## src/rtl/trapez_peak_sequencer.sv

```systemverilog
// Per-pulse readout controller for the trapezoidal shaper.
//
// state     | meaning
// ----------+-----------------------------------------------------------
// S_IDLE    | first cycle after reset release: check config, load timer
// S_CFG_ERR | bad configuration seen; one cycle before the error result
// S_RISE    | waiting out shaper pipeline latency + rise + leading gap
// S_FLAT    | accumulating 2^n flat-top samples
// S_RESULT  | energy word presented, waiting for res_ready
// S_DONE    | result delivered (or shaper disabled); idle until reset
//
// k, l and gap are only consumed on the first cycle after release (config
// check and timer load), so only the averaging exponent is kept in a flop.
module trapez_peak_sequencer #(
   parameter int DATA_W       = 16,
   parameter int CONST_W      = 12,
   parameter int PIPE_LAT     = 9,
   parameter int MAX_AVG_LOG2 = 6,
   parameter int ACC_W        = DATA_W + MAX_AVG_LOG2
) (
   input  logic               clk,
   input  logic               reset_mult,
   input  logic               trapez_ena,
   input  logic [CONST_W-1:0] k_trapez,
   input  logic [CONST_W-1:0] l_trapez,
   input  logic [CONST_W-1:0] gap_trapez,
   input  logic [2:0]         avg_log2,
   input  logic [DATA_W-1:0]  shaper_data,
   input  logic               pile_up,
   output logic               res_valid,
   input  logic               res_ready,
   output logic [DATA_W-1:0]  res_energy,
   output logic [1:0]         res_flags,
   output logic               busy
);

   localparam int CNT_W = CONST_W + 2;
   localparam int CHK_W = CONST_W + 3;

   typedef enum logic [2:0] {
      S_IDLE,
      S_CFG_ERR,
      S_RISE,
      S_FLAT,
      S_RESULT,
      S_DONE
   } state_t;

   state_t                   state_q, state_d;
   logic [CNT_W-1:0]         cnt_q, cnt_d;
   logic signed [ACC_W-1:0]  acc_q, acc_d;
   logic [2:0]               n_q, n_d;
   logic                     res_valid_q, res_valid_d;
   logic [DATA_W-1:0]        res_energy_q, res_energy_d;
   logic [1:0]               res_flags_q, res_flags_d;
   logic                     busy_q, busy_d;

   logic signed [CHK_W-1:0]  span;
   logic signed [CHK_W-1:0]  n_avg;
   logic                     cfg_err;
   logic [CNT_W-1:0]         cnt_dec;
   logic signed [ACC_W-1:0]  sample_ext;
   logic signed [ACC_W-1:0]  acc_sum;

   // Configuration check at full precision: flat window after both guards must hold 2^n samples.
   always_comb begin
      span    = $signed({3'b000, l_trapez}) - $signed({3'b000, k_trapez})
              - $signed({2'b00, gap_trapez, 1'b0});
      n_avg   = $signed(CHK_W'(1) << avg_log2);
      cfg_err = (l_trapez <= k_trapez) || (avg_log2 > 3'(MAX_AVG_LOG2)) || (span < n_avg);
   end

   // Datapath helpers: timer decrement and sign-extended running sum.
   always_comb begin
      cnt_dec    = cnt_q - CNT_W'(1);
      sample_ext = $signed({{(ACC_W-DATA_W){shaper_data[DATA_W-1]}}, shaper_data});
      acc_sum    = acc_q + sample_ext;
   end

   // Next-state and registered-output computation.
   always_comb begin
      state_d      = state_q;
      cnt_d        = cnt_q;
      acc_d        = acc_q;
      n_d          = n_q;
      res_valid_d  = res_valid_q;
      res_energy_d = res_energy_q;
      res_flags_d  = res_flags_q;
      case (state_q)
         S_IDLE: begin
            n_d = avg_log2;
            if (!trapez_ena) begin
               state_d = S_DONE;
            end else if (cfg_err) begin
               state_d = S_CFG_ERR;
            end else begin
               cnt_d   = CNT_W'(PIPE_LAT) + CNT_W'(k_trapez) + CNT_W'(gap_trapez) - CNT_W'(1);
               state_d = S_RISE;
            end
         end
         S_CFG_ERR: begin
            state_d      = S_RESULT;
            res_valid_d  = 1'b1;
            res_energy_d = '0;
            res_flags_d  = 2'b10;
         end
         S_RISE: begin
            if (pile_up) begin
               state_d      = S_RESULT;
               res_valid_d  = 1'b1;
               res_energy_d = '0;
               res_flags_d  = 2'b01;
            end else begin
               cnt_d = cnt_dec;
               if (cnt_dec == '0) begin
                  acc_d   = '0;
                  cnt_d   = (CNT_W'(1) << n_q) - CNT_W'(1);
                  state_d = S_FLAT;
               end
            end
         end
         S_FLAT: begin
            if (pile_up) begin
               state_d      = S_RESULT;
               res_valid_d  = 1'b1;
               res_energy_d = '0;
               res_flags_d  = 2'b01;
            end else begin
               acc_d = acc_sum;
               cnt_d = cnt_dec;
               if (cnt_q == '0) begin
                  state_d      = S_RESULT;
                  res_valid_d  = 1'b1;
                  res_energy_d = DATA_W'(acc_sum >>> n_q);
                  res_flags_d  = 2'b00;
               end
            end
         end
         S_RESULT: begin
            if (res_ready) begin
               state_d     = S_DONE;
               res_valid_d = 1'b0;
            end
         end
         S_DONE: begin
            state_d = S_DONE;
         end
         default: begin
            state_d = S_DONE;
         end
      endcase
      busy_d = (state_d == S_RISE) || (state_d == S_FLAT);
   end

   // State, counters and outputs; reset_mult low clears the whole pulse context.
   always_ff @(posedge clk or negedge reset_mult) begin
      if (!reset_mult) begin
         state_q      <= S_IDLE;
         cnt_q        <= '0;
         acc_q        <= '0;
         n_q          <= '0;
         res_valid_q  <= 1'b0;
         res_energy_q <= '0;
         res_flags_q  <= '0;
         busy_q       <= 1'b0;
      end else begin
         state_q      <= state_d;
         cnt_q        <= cnt_d;
         acc_q        <= acc_d;
         n_q          <= n_d;
         res_valid_q  <= res_valid_d;
         res_energy_q <= res_energy_d;
         res_flags_q  <= res_flags_d;
         busy_q       <= busy_d;
      end
   end

   assign res_valid  = res_valid_q;
   assign res_energy = res_energy_q;
   assign res_flags  = res_flags_q;
   assign busy       = busy_q;

endmodule

```

## config.mk

```make
export PLATFORM = sky130hd
export DESIGN_NAME = trapez_peak_sequencer
export DESIGN_NICKNAME = d
export VERILOG_FILES = /design/src/rtl/trapez_peak_sequencer.sv
export SDC_FILE = /design/constraint.sdc
export NUM_CORES = 1
export LEC_CHECK = 0
export ABC_AREA = 1
export BUFFER_PORTS_ARGS = -buffer_cell sky130_fd_sc_hd__buf_2
export CORE_MARGIN = 2
export CORE_UTILIZATION = 50
export CTS_CLUSTER_SIZE = 25
export DETAILED_ROUTE_END_ITERATION = 7
export MAX_ROUTING_LAYER = met4
export PLACE_DENSITY = 0.7
export SLEW_MARGIN = 20
export SYNTH_ARGS = -nofsm -noshare
export SYNTH_HDL_FRONTEND = slang
export SYNTH_SLANG_ARGS = --single-unit
export TNS_END_PERCENT = 10
```

## constraint.sdc

```tcl
create_clock -name clk -period 3.95 [get_ports clk]
set_input_delay 0.79 -clock clk [delete_from_list [all_inputs] [get_ports clk]]
set_output_delay 0.79 -clock clk [all_outputs]
set_load 0.02 [all_outputs]
```

==> summary by stage <==
Logic synthesis
The post-synthesis cell count is ~1200. By count the netlist is led by sky130_fd_sc_hd__nand2_1 (400), sky130_fd_sc_hd__nand3_1 (184), sky130_fd_sc_hd__inv_1 (178). Among all flip-flop cells after synthesis, the most frequent one is sky130_fd_sc_hd__dfrtp_1. The net count after synthesis is ~1400. Yosys attributes the largest share of cell area to sky130_fd_sc_hd__dfrtp_1 (21%), sky130_fd_sc_hd__nand2_1 (20%), sky130_fd_sc_hd__ha_1 (13%), sky130_fd_sc_hd__nand3_1 (12%), sky130_fd_sc_hd__inv_1 (8.9%). The summed instance area of the synthesized netlist is around 0.0075 mm2. The number of synthesized register bits is 62. The sequential-to-total area share from yosys stat is about 21%.

The unique cell type count in the Yosys netlist is 44. The cell type with the largest total area after synthesis is sky130_fd_sc_hd__dfrtp_1. Yosys mapped a number of flops with a built-in enable equal to 0. During synthesis, Yosys emitted a total of 0 warnings. In this run the biggest area consumer among cell types represents approximately a fifth of the synthesized area. The async set-reset flop share out of synthesis is between 90% and 100%.

The mean instance size in the synthesized netlist is about 6.1 um2. sky130_fd_sc_hd__nand2_1 is the most common cell in the netlist.

Run status
The run finished with clean final reports.

Die
The number of placed I/O pins is 80. The floorplan step set the die height to between 100 and 150 um. The floorplan step defined a die boundary enclosing about 0.016 mm2.

The die is 127 um wide. The initial core utilization is slightly above 50%. The area inside the core boundary is about 0.015 mm2. The initialized floorplan defines 44 standard-cell rows.

Drt
The routed length per placed instance is between 10 and 15 um. In the routed design, unresolved DRC markers number 0. The average vias per placed instance is around 5.4. For this block, the initial DRC count from the detailed router was between 600 and 700. The detail route stage leaves a number of antenna-violating nets equal to 0. The post-detailed-routing wire length is 23000 um.

The total number of vias is between 8000 and 9000. The iteration count of the initial detailed-routing pass is 5.

Global route
The number of global-route vias before repair is a little under 8000. In the global route stage, overall resource usage came out at approximately 30%. The wire length of the first global-routing pass is approximately 37000 um.

The largest net degree at the start of global routing is 27. The number of antenna violations at the first check in global routing is 0. The total overflow left after global routing is 0.

STA
On the final layout, the worst hold slack is 0.423 ns. The maximum achievable frequency is 266 MHz. The actual slew at the worst max-slew pin is about 0.70 ns. In the final timing run, aggregate negative setup slack is 0 ns. The clock period could shrink to about 3.8 ns. The max-slew violation count is 0. The final period utilization is about 95%. The clock tree skew after final layout is 0.00978 ns. The total count of hold-check failures in the final report is 0.

The count of final setup violators is 0. The worst pin sits at a relative slew slack of a little over half.

Hold path
The worst hold path class is input port to async pin.

Critical path
The kind of critical path is input port to flip-flop. STA classifies the critical path endpoint as a flip-flop. STA classifies the critical path startpoint as an input port. The required arrival time at the worst endpoint is approximately 4.2 ns. The data arrival time of the worst path is slightly above 4 ns.

In this run the worst path has a maximum fanout of 7. The worst-case register-to-register setup slack is 1.14 ns. The slowest stage of the critical path belongs to the cell sky130_fd_sc_hd__ha_1. On the worst path, the slowest cell contributes a delay of around 0.34 ns. By instance count, the cell type seen most on the critical path is sky130_fd_sc_hd__nand2_1. The endpoint identified for the worst register-to-register timing path is acc_q[10]$_DFFE_PN0P_. The signal on the critical path passes through buf_2 > inv_1 > ha_1 > buf_4 > a21oi_1 > nand2_4 > xor2_1 > ha_1 > nand2_1 > inv_1 > a21oi_1 > xnor2_1 > ha_1 > a21oi_1 > o21a_1 > nand2_1 > nand2_1 > nand3_1 > nand2_2 > nand2_2 > nand2_4 > clkbuf_16 > nand2_1 > nand2_1.

The depth of the most critical reg-to-reg path is 12. The launching point of the worst reg2reg path is cnt_q[0]$_DFFE_PN0P_.

Placed design
The count of port buffers added during placement is 79. The final RePlAce weighted congestion is between 0.9 and 1. The placed wire-length estimate after detailed placement is between 15000 and 20000 um.

Pwr
In this run the power spent charging and discharging nets is around 960 uW. The analysis attributes to cell leakage a power of between 0.005 and 0.006 uW. The clock network burns around a third of the power. For this design the ratio of total power to cell area is 293 mW/mm2.

Net switching is a little under two fifths of the power. The share of total power dissipated in combinational logic is 42.7%. The portion of total power attributed to sequential cells is 25.2%. The internal power is between 1500 and 2000 uW. Across the VDD grid, the largest voltage drop is 0.192 mV.

Cells and area
Of the cells placed in the final design, the portion with a size suffix greater than 1 is about 14%. The number of nets at the end of the flow is around 1500. The antenna diode count is 0. Counting the fill cells in the layout gives approximately 1500.

The layout-stage area growth over the synthesis result is 17.9%.

CTS
CTS saw 62 sinks. The CTS tree is built. The total number of H-tree levels is 3. The master cell of the clock root buffer is sky130_fd_sc_hd__clkbuf_16. The largest buffer count on any clock path is 2.

The TritonCTS buffer count is 9. After clock tree synthesis, the clock-pin slew on the worst setup and hold paths is roughly 0.060 ns. The clock latency on the worst-skew pair is between 0.3 and 0.4 ns.

Flow run
Max-cap violations in this run came to 0.
how the worst max path moves through the flow:
| stage | from | end | slack, ns | cells past startpoint |
|---|---|---|---|---|
| finish | k_trapez[3] | cnt_q[0]$_DFFE_PN0P_ | 0.19 | 24 |
| global route | l_trapez[0] | cnt_q[0]$_DFFE_PN0P_ | -0.01 | 24 |
| CTS | l_trapez[0] | cnt_q[3]$_DFFE_PN0P_ | 0.04 | 23 |
| detailed placement | l_trapez[0] | cnt_q[3]$_DFFE_PN0P_ | -0.29 | 23 |
| global placement | l_trapez[0] | cnt_q[12]$_DFFE_PN0P_ | -0.24 | 23 |
| floorplan | l_trapez[0] | cnt_q[1]$_DFFE_PN0P_ | 0.07 | 24 |
through the flow:
step | utilization, % | total power (uW) | std cells | cell area (um2) | setup slack [ns]
3_3_place_gp | 57.7 | 1730 | 1523 | 8450 | -0.239
3_5_place_dp | 57.7 | 1740 | 1523 | 8450 | -0.293
2_1_floorplan | - | 1380 | 1231 | 7540 | 0.0707
4_1_cts | 59.8 | 2580 | 1538 | 8760 | 0.0419
5_1_grt | 60.7 | 2790 | 1541 | 8890 | -0.0122
6_report | 60.7 | 2600 | 1541 | 8890 | 0.193
kinds of logic (layout without fill, tap and decap cells):
logic type                 count (synthesis)  in the layout  synth area share (%)
buffers and inverters                    202            328                  10.4
AOI/OAI and AO/OA                        134            134                  10.2
xor gates and xnor gates                  32             32                  3.81
DFF                                       62             62                  20.6
adders and majority gates                 83             83                  14.2
and+or+nand+nor                          718            718                  40.9
state kept, by name, indices dropped and copies added (netlist names):
signal	cells
res_flags	2
res_valid	1
acc_q	22
res_energy	16
state_q	3
n_q	3
busy	1
cnt_q	14
repair_timing:
item,4_1_cts,5_1_grt
endpoints found under the setup margin,0,17
hold buffers,0,0
setup buffers,0,2
resized for setup,0,28
cell usage in the layout (no fill, tap or decap), types with 11 or more instances in the layout:
cell type                 Yosys  final
sky130_fd_sc_hd__buf_4        1     50
sky130_fd_sc_hd__nor2_1      78     76
sky130_fd_sc_hd__o21ai_1     14     17
sky130_fd_sc_hd__ha_1        79     76
sky130_fd_sc_hd__buf_2        4     79
sky130_fd_sc_hd__xor2_1      20     20
sky130_fd_sc_hd__dfrtp_1     62     62
sky130_fd_sc_hd__a21oi_1     55     50
sky130_fd_sc_hd__nand4_1     23     23
sky130_fd_sc_hd__inv_1      178    177
sky130_fd_sc_hd__xnor2_1     11     11
sky130_fd_sc_hd__nand3_1    184    182
sky130_fd_sc_hd__nand2_1    400    395
sky130_fd_sc_hd__o21ai_0     28     25
worst max-delay path, delay by kind of cell:
family / cells / cell delay [ns]
buffers and inverters: 5 / 0.48
adder cells (fa/ha/maj): 3 / 0.91
AND/OR/NAND/NOR: 10 / 0.90
AO/OA/AOI/OAI: 4 / 0.67
XOR/XNOR: 2 / 0.28
power by group through the flow:
| stage | combinational, uW | clock (uW) | sequential (uW) |
|---|---|---|---|
| 6_report | 1110 | 836 | 656 |
| 5_1_grt | 1260 | 873 | 656 |
| 4_1_cts | 1080 | 843 | 655 |
| 3_5_place_dp | 1070 | 0 | 667 |
| 3_3_place_gp | 1070 | 0 | 666 |
| 2_1_floorplan | 713 | 0 | 665 |
area by class of cell:
type                    count  area [um2]  share of cell area, %
clock inverters             3        42.5                  0.478
multi-input cells         967        5300                   59.6
well taps                 184         230                   2.59
inverters                 182         683                   7.68
flip-flops and latches     62        1550                   17.4
clock buffers              12         267                   3.00
repair buffers            131         816                   9.17
per-layer routing:
layer	share of wire (%)	vias up	global-route usage, %
met5	0	-	-
met4	3.2	0	8.79
met3	4.4	42	4.89
met2	48	238	49.6
met1	44	3726	35.5
li1	-	4259	-
Note: power is estimated with default switching activity, not from simulation.
